==> config.mk <==
export PLATFORM = sky130hd
export DESIGN_NAME = pcg_access_arbiter
export DESIGN_NICKNAME = d
export VERILOG_FILES = /design/src/rtl/pcg_arb_pkg.sv /design/src/rtl/pcg_cpu_fsm.sv /design/src/rtl/pcg_access_arbiter.sv
export SDC_FILE = /design/constraint.sdc
export NUM_CORES = 1
export LEC_CHECK = 0
export CORE_MARGIN = 10
export CORE_UTILIZATION = 42
export DETAILED_ROUTE_END_ITERATION = 12
export PLACE_DENSITY = 0.86
export SLEW_MARGIN = 20
export SYNTH_ARGS = -nofsm -noshare
export SYNTH_HDL_FRONTEND = slang
export SYNTH_SLANG_ARGS = --single-unit
==> constraint.sdc <==
create_clock -name I_CLK -period 3.25 [get_ports I_CLK]
set_input_delay 0.4875 -clock I_CLK [delete_from_list [all_inputs] [get_ports I_CLK]]
set_output_delay 0.4875 -clock I_CLK [all_outputs]
set_load 0.03 [all_outputs]
==> src/rtl/pcg_arb_pkg.sv <==
// Shared types and helpers for the PCG RAM access arbiter: CPU FSM states,
// plane codes, per-plane write enables and byte-lane selection of {G, R, B}.
package pcg_arb_pkg;

    typedef enum logic [2:0] {
        ST_IDLE  = 3'd0,
        ST_PEND  = 3'd1,
        ST_ISSUE = 3'd2,
        ST_RDATA = 3'd3,
        ST_DONE  = 3'd4
    } cpu_state_t;

    typedef enum logic [1:0] {
        PLANE_NONE = 2'b00,
        PLANE_B    = 2'b01,
        PLANE_R    = 2'b10,
        PLANE_G    = 2'b11
    } plane_t;

    localparam logic [2:0] WE_NONE = 3'b000;
    localparam logic [2:0] WE_B    = 3'b001;
    localparam logic [2:0] WE_R    = 3'b010;
    localparam logic [2:0] WE_G    = 3'b100;

    function automatic logic [2:0] plane_we(input plane_t plane);
        case (plane)
            PLANE_B: return WE_B;
            PLANE_R: return WE_R;
            PLANE_G: return WE_G;
            default: return WE_NONE;
        endcase
    endfunction

    // RAM word is packed {G, R, B}; an unselected plane reads as all ones.
    function automatic logic [7:0] lane_sel(input logic [23:0] q, input plane_t plane);
        case (plane)
            PLANE_B: return q[7:0];
            PLANE_R: return q[15:8];
            PLANE_G: return q[23:16];
            default: return 8'hFF;
        endcase
    endfunction

endpackage

==> src/rtl/pcg_cpu_fsm.sv <==
// CPU side of the PCG arbiter: operand latches, access FSM, wait generation,
// read-data register and starvation monitor.
module pcg_cpu_fsm
    import pcg_arb_pkg::*;
#(
    parameter int STARVE_MAX = 64,
    parameter int CNT_W      = 7
) (
    input  logic        clk,
    input  logic        rst,
    input  logic        cg_cs,
    input  logic        rd,
    input  logic        wr,
    input  logic [1:0]  a_plane,
    input  logic [10:0] caddr,
    input  logic [7:0]  di,
    input  logic        vreq,
    input  logic [23:0] ram_q,
    output logic [7:0]  cpu_do,
    output logic        cg_wait_n,
    output logic        starve,
    output logic        issue,
    output logic [2:0]  issue_we,
    output logic [10:0] issue_addr,
    output logic [7:0]  issue_data
);

    cpu_state_t        state_reg, state_next;
    plane_t            plane_reg;
    logic              wr_reg;
    logic [10:0]       caddr_reg;
    logic [7:0]        di_reg;
    logic [7:0]        do_reg, do_next;
    logic [CNT_W-1:0]  cnt_reg, cnt_next;
    logic              starve_reg, starve_next;
    logic              cpu_req;

    assign cpu_req = cg_cs & (rd | wr);

    always_comb begin
        state_next = state_reg;
        do_next    = do_reg;
        cnt_next   = cnt_reg;
        case (state_reg)
            ST_IDLE: begin
                cnt_next = '0;
                if (cpu_req) begin
                    if (plane_t'(a_plane) == PLANE_NONE) begin
                        state_next = ST_DONE;
                        if (!wr) do_next = 8'hFF;
                    end else begin
                        state_next = ST_PEND;
                    end
                end
            end
            ST_PEND: begin
                if (!cg_cs)
                    state_next = ST_IDLE;
                else if (!vreq)
                    state_next = ST_ISSUE;
                else if (cnt_reg != CNT_W'(STARVE_MAX))
                    cnt_next = cnt_reg + 1'b1;
            end
            ST_ISSUE: begin
                // A video request in the issue slot takes the port; retry from PEND.
                if (!cg_cs)
                    state_next = ST_IDLE;
                else if (vreq)
                    state_next = ST_PEND;
                else if (wr_reg)
                    state_next = ST_DONE;
                else
                    state_next = ST_RDATA;
            end
            ST_RDATA: begin
                if (!cg_cs) begin
                    state_next = ST_IDLE;
                end else begin
                    do_next    = lane_sel(ram_q, plane_reg);
                    state_next = ST_DONE;
                end
            end
            ST_DONE: begin
                if (!cg_cs) state_next = ST_IDLE;
            end
            default: state_next = ST_IDLE;
        endcase

        starve_next = starve_reg;
        if (state_next == ST_IDLE || state_next == ST_DONE)
            starve_next = 1'b0;
        else if (cnt_next == CNT_W'(STARVE_MAX))
            starve_next = 1'b1;
    end

    always_ff @(posedge clk or posedge rst) begin
        if (rst) begin
            state_reg  <= ST_IDLE;
            do_reg     <= 8'hFF;
            cnt_reg    <= '0;
            starve_reg <= 1'b0;
            plane_reg  <= PLANE_NONE;
            wr_reg     <= 1'b0;
            caddr_reg  <= '0;
            di_reg     <= '0;
        end else begin
            state_reg  <= state_next;
            do_reg     <= do_next;
            cnt_reg    <= cnt_next;
            starve_reg <= starve_next;
            if (state_reg == ST_IDLE && cpu_req) begin
                plane_reg <= plane_t'(a_plane);
                wr_reg    <= wr;
                caddr_reg <= caddr;
                di_reg    <= di;
            end
        end
    end

    // Issue is gated by chip select so an abort in the issue cycle never writes.
    assign issue      = (state_reg == ST_ISSUE) & cg_cs;
    assign issue_we   = wr_reg ? plane_we(plane_reg) : WE_NONE;
    assign issue_addr = caddr_reg;
    assign issue_data = di_reg;
    assign cpu_do     = do_reg;
    assign starve     = starve_reg;
    assign cg_wait_n  = ~(cg_cs & (state_reg != ST_DONE) & ~rst);

endmodule

==> src/rtl/pcg_access_arbiter.sv <==
// Arbitrates the single-ported three-plane PCG RAM between the never-stalled
// video fetch path and the Z80 I/O path.
module pcg_access_arbiter
    import pcg_arb_pkg::*;
#(
    parameter int STARVE_MAX = 64,
    parameter int CNT_W      = 7
) (
    input  logic        I_CLK,
    input  logic        I_RESET,
    input  logic        I_CG_CS,
    input  logic        I_RD,
    input  logic        I_WR,
    input  logic [15:0] I_A,
    input  logic [10:0] I_CADDR,
    input  logic [7:0]  I_DI,
    output logic [7:0]  O_DO,
    output logic        O_CG_WAIT_n,
    output logic        O_STARVE,
    input  logic        I_VREQ,
    input  logic [10:0] I_VADDR,
    output logic        O_VVALID,
    output logic [23:0] O_VDATA,
    output logic [10:0] O_RAM_A,
    output logic [2:0]  O_RAM_WE,
    output logic [7:0]  O_RAM_D,
    input  logic [23:0] I_RAM_Q
);

    logic        cpu_issue;
    logic [2:0]  cpu_we;
    logic [10:0] cpu_addr;
    logic        vvalid_reg;
    logic        unused_a_bits;

    assign unused_a_bits = &{1'b0, I_A[15:10], I_A[7:0]};

    pcg_cpu_fsm #(
        .STARVE_MAX (STARVE_MAX),
        .CNT_W      (CNT_W)
    ) u_cpu_fsm (
        .clk        (I_CLK),
        .rst        (I_RESET),
        .cg_cs      (I_CG_CS),
        .rd         (I_RD),
        .wr         (I_WR),
        .a_plane    (I_A[9:8]),
        .caddr      (I_CADDR),
        .di         (I_DI),
        .vreq       (I_VREQ),
        .ram_q      (I_RAM_Q),
        .cpu_do     (O_DO),
        .cg_wait_n  (O_CG_WAIT_n),
        .starve     (O_STARVE),
        .issue      (cpu_issue),
        .issue_we   (cpu_we),
        .issue_addr (cpu_addr),
        .issue_data (O_RAM_D)
    );

    // Video owns the port outright whenever it requests.
    assign O_RAM_A = I_VREQ ? I_VADDR : (cpu_issue ? cpu_addr : 11'd0);

    generate
        for (genvar gi = 0; gi < 3; gi++) begin : g_we
            assign O_RAM_WE[gi] = ~I_VREQ & cpu_issue & cpu_we[gi];
        end
    endgenerate

    always_ff @(posedge I_CLK or posedge I_RESET) begin
        if (I_RESET)
            vvalid_reg <= 1'b0;
        else
            vvalid_reg <= I_VREQ;
    end

    assign O_VVALID = vvalid_reg;
    assign O_VDATA  = I_RAM_Q;

endmodule

=== Word level (Yosys, flattened, before mapping) ===
Index checks and enable logic that the tools add are counted.

* Mux-type cells: 26
* Add/subtract/negate cells: 1
* Equality and inequality tests: 15
* Reduce and logical (&&, ||, !) cells: 8
* Bitwise gates (word level): 12

{| class="wikitable"
|+ Operators with widths
! operator !! count
|-
| two-way mux 8 bit || 4
|-
| two-way mux 3 bit || 10
|-
| case mux 8 bit (3 select lines) || 1
|-
| two-way mux 11 bit || 2
|-
| two-way mux 7 bit || 3
|-
| case mux 8 bit (2 select lines) || 1
|-
| case mux 3 bit (5 select lines) || 1
|-
| case mux 7 bit (2 select lines) || 1
|-
| case mux 3 bit (3 select lines) || 1
|-
| AND 1 bit || 8
|-
| adder 7 x 1 -> 7 bit, second input constant || 1
|-
| == test 7 bit, second input constant || 1
|-
| != test 7 bit, second input constant || 1
|-
| == test 3 x 2 -> 1 bit, second input constant || 2
|-
| == test 3 bit, second input constant || 2
|-
| zero test 3 bit || 2
|-
| AND reduction 5 bit || 1
|-
| == test 2 bit, second input constant || 2
|-
| != test 2 x 1 -> 1 bit, second input constant || 2
|-
| != test 2 bit, second input constant || 2
|-
| nonzero test 2 bit || 2
|-
| == test 3 x 1 -> 1 bit, second input constant || 1
|-
| != test 3 bit, second input constant || 1
|-
| inverter 1 bit || 3
|-
| 6 further kinds || 7
|}

* Input port bits: 76
* Output and inout port bits: 57
* Bits in registers: 42

=== Logic depth before layout (Yosys ltp) ===
* Word-level depth: 8
* Gate-level depth with buffers: 7
* Gate-level depth less buffers: 7

=== Cells and area by module ===
From an unflattened synthesis, not the netlist that was laid out.

* Cells, all modules: 245
* Area, all modules: 2591.2 sq um

{| class="wikitable"
|+ By module, submodules not included
! module !! area an instance (sq um) !! cells an instance !! sequential area each (sq um) !! times used
|-
| pcg_cpu_fsm || 2234.6 || 198 || 1036.0 || 1
|-
| pcg_access_arbiter || 356.6 || 47 || 25.0 || 1
|}

=== Worst setup path after synthesis ===
Ideal clock, no wire load.

* Path kind: register to output
* From: register u_cpu_fsm.state_reg[0]
* To: output O_RAM_WE[0]
* Data required time: 2762 ps
* Path slack: 861 ps
* Stages on the path, launching flop included: 7
* Data arrival time: 1901 ps
* Path through: dfrtp_1 -> clkbuf_1 -> or2b_1 -> nor3_1 -> buf_2 -> nand3_1 -> nor2_1

* Word-level cells in the longest chain between the ends: 4

{| class="wikitable"
|+ Ends and longest elaborated chain
! item !! line !! RTL
|-
| start: declaration || pcg_cpu_fsm.sv:28 || <nowiki>cpu_state_t state_reg, state_next;</nowiki>
|-
| start signal: assignment || pcg_cpu_fsm.sv:107 || <nowiki>state_reg <= state_next;</nowiki>
|-
| == test 3 x 2 -> 1 bit || pcg_cpu_fsm.sv:121 || <nowiki>assign issue = (state_reg == ST_ISSUE) & cg_cs;</nowiki>
|-
| AND 1 bit || pcg_cpu_fsm.sv:121 ||
|-
| AND 1 bit (2 in series) || pcg_access_arbiter.sv:66 || <nowiki>assign O_RAM_WE[gi] = ~I_VREQ & cpu_issue & cpu_we[gi];</nowiki>
|-
| end: declaration || pcg_access_arbiter.sv:25 || <nowiki>output logic [2:0] O_RAM_WE,</nowiki>
|}

No other way between the ends.

=== Final worst setup path ===
* From: input I_CG_CS
* To: output O_RAM_WE[2]

* Word-level cells in the longest chain between the ends: 3

{| class="wikitable"
|+ Ends and longest elaborated chain
! item !! line !! RTL
|-
| start: declaration || pcg_access_arbiter.sv:11 || <nowiki>input logic I_CG_CS,</nowiki>
|-
| AND 1 bit || pcg_cpu_fsm.sv:121 ||
|-
| AND 1 bit (2 in series) || pcg_access_arbiter.sv:66 ||
|}

No other way between the ends.

==> impl_metrics.yaml <==
status:
  status: "complete, no violations"
synth:
  synth_top_area_share_pct: 34.94
  synth_top_family_by_area: "compound AO/OA/AOI/OAI gates"
  synth.area.top_cells: "dfrtp_1 (35%), mux2_2 (13%), dfstp_2 (8.6%), buf_4 (8.0%), a22o_1 (4.3%)"
  yosysWarningCount: 0
  seq_area_frac_synth_pct: 43.58
  synth_nets: 313
  synth_fa_ha_area_share_pct: 1.028
  synthSimpleGateAreaFrac_pct: 14.75
  synth_xor_area_share_pct: 0
  avgSynthCellArea_um2: 10.36
  async_flop_share_pct: 100.0
  synth_mux_area_share_pct: 13.82
  yosys.area.top_type: "dfrtp_1"
  synth_edf_count: 0
  ys_ff_latch: 42
  netlist_area_um2: 2435
  synth_compound_area_share_pct: 15.98
  synth_flop_cell: "dfrtp_1"
  synth_cell_types: 46
  synth_cells: 235
global_route:
  grt_max_degree: 43
  grt_pass1_vias: 2164
  track_usage_pct: 15.68
  grt.overflow.total: 0
  grt_pass1_wl_um: 11390
  antenna_found_initial: 0
finish:
  final_layout_size_suffix_gt1_share_pct: 20.67
  areaGrowthSynthToFinish_pct: 45.22
  utilization_pct: 63.43
  largest_reg_flops: 11
  fillers: 472
  nets: 407
  antennaDiodeCount: 0
timing:
  period_share_pct: 80.85
  drv_slew: 0
  period_minus_slack_ns: 2.627
  grt_setup_unrepaired: "false"
  worst_slew_pin_slew_ns: 0.5718
  max_freq_ghz: 0.3806
  hold_viol: 0
  final.setup.tns_ns: 0
  relSlewSlack_pct: 61.74
  fin_skew_ns: 0.005087
  setup_viol: 0
clocking:
  cts_max_path_buffers: 2
  tritoncts: "done"
  cts_sinks: 42
  clk_latency_ns: 0.28
  post_cts_buffers: 0
  clk_pin_slew_ns: 0.07
  cts_root_buf: "clkbuf_8"
  htree_levels: 2
  postCtsResizedCells: 0
  cts_hold_buf: 0
  cts_buffers: 5
floorplanning:
  rows: 27
  io_pins: 133
  coreArea_um2: 5574
  die_h_um: 96.14
  start_util_pct: 43.68
  die_width_um: 96.14
  die_area_um2: 9243
detailed_routing:
  drt_iter0_markers: 109
  wl_um: 7311
  vias: 2172
  via_per_inst: 5.416
  firstDrtPassIters: 4
  drc: 0
  post_drt_wl_per_cell_um: 18.23
  drtAntennaViolNets: 0
flow_run:
  cap_violations: 0
setup_path:
  path_max_fanout: 13
  cp_data_required_time_ns: 2.76
  path_class: "input port to primary output"
  arrival_ns: 2.14
  worst_setup_path_end_kind: "primary output"
  critPathLaunchType: "input port"
placed_design:
  post-dp-hpwl_um: 5704
  gp_congestion: 0.8469
  io_buffer_count: 118
pwr:
  ir_drop_mv: 0.3626
  power_density_nw_per_um2: 552.5
  power_leakage_uw: 0.001439
min_path:
  hp-class: "flip-flop to flip-flop"
[report_power, final]
part	internal, µW	switching [µW]	leakage, µW
Sequential	686	111	0.000505
Combinational	409	434	0.000895
Clock	148	164	0.0000383
Total	1240	710	0.00144
[critical path, cell delays in order]
cell             delay, ns
clkdlybuf4s50_1       0.68
nand2b_4              0.12
nor3_1                0.19
buf_4                 0.24
nand3_1               0.12
nor2_1                0.12
buf_4                 0.17
[metrics by stage]
step                      instance area (µm²)  setup WS, ns  power (µW)  std cells  hold slack (ns)
after floorplan                          2435        0.8611        1326        235           0.4816
after global placement                   3460        0.6516        1623        394           0.4669
after detailed placement                 3460        0.6554        1656        394           0.4699
after CTS                                3536        0.6321        1979        401           0.4891
after global routing                     3536        0.5162        2069        401           0.5142
final                                    3536        0.6225        1954        401           0.4838
[kinds of logic after synthesis]
logic type / count (synthesis)
fa+ha+maj: 2
mux: 30
simple gates: 69
flops: 42
buf+inv: 41
compound gates: 51
[final cells by class]
type | count | area, µm² | area share [%]
inverters | 6 | 22.52 | 0.6369
well taps | 72 | 90.09 | 2.548
multi-input cells | 152 | 1110 | 31.39
clock buffers | 7 | 76.32 | 2.159
flip-flops and latches | 42 | 1061 | 30.01
repair buffers | 122 | 1176 | 33.26
[worst paths after layout]
kind / cells after the start / slack (ns) / start / end
setup / recovery: 7 / 0.62 / I_CG_CS / O_RAM_WE[2]
hold / removal: 2 / 0.48 / u_cpu_fsm.starve$_DFFE_PP0P_ / u_cpu_fsm.starve$_DFFE_PP0P_
setup reg to reg: 5 / 1.11 / u_cpu_fsm.state_reg[0]$_DFF_PP0_ / u_cpu_fsm.cpu_do[1]$_DFFE_PP1P_
hold reg to reg: 2 / 0.48 / u_cpu_fsm.starve$_DFFE_PP0P_ / u_cpu_fsm.starve$_DFFE_PP0P_
max in group asynchronous: 3 / 2.17 / I_RESET / u_cpu_fsm.cpu_do[0]$_DFFE_PP1P_
min in group asynchronous: 3 / 0.70 / I_RESET / u_cpu_fsm.cnt_reg[4]$_DFF_PP0_
[cell usage in the layout, fill, tap and decap left out, types with 2 or more instances in the layout]
cell type	count
a21oi_1	3
a221o_1	2
a22o_1	12
a31oi_1	9
buf_4	18
clkbuf_1	2
clkbuf_8	5
clkdlybuf4s50_1	104
dfrtp_1	34
dfstp_2	8
ha_1	2
inv_1	5
mux2_2	28
nand2_1	14
nand2b_1	2
nand3_1	7
nand4_1	2
nor2_1	23
nor2b_1	2
nor3_1	4
o21ai_0	7
o22ai_1	9
o2bb2ai_1	2
or2_2	2
or4_1	2
[Yosys cell counts (3+ instances only)]
library cell and number:
dfstp_2 8, nand3_1 7, buf_2 4, o21ai_0 7, nor2_1 23, mux2_2 28
a31oi_1 9, buf_4 26, inv_1 6, clkbuf_1 3, a22o_1 12, nor3_1 4
o22ai_1 9, a21oi_1 3, dfrtp_1 34, nand2_1 14
[layer usage]
metal / wire length (µm) / track usage [%]
met5: 0 / 0
met1: 2828 / 17.25
met3: 629 / 6.226
met2: 3788 / 27.41
met4: 64 / 4.177
Note: power is estimated with default switching activity, not from simulation.
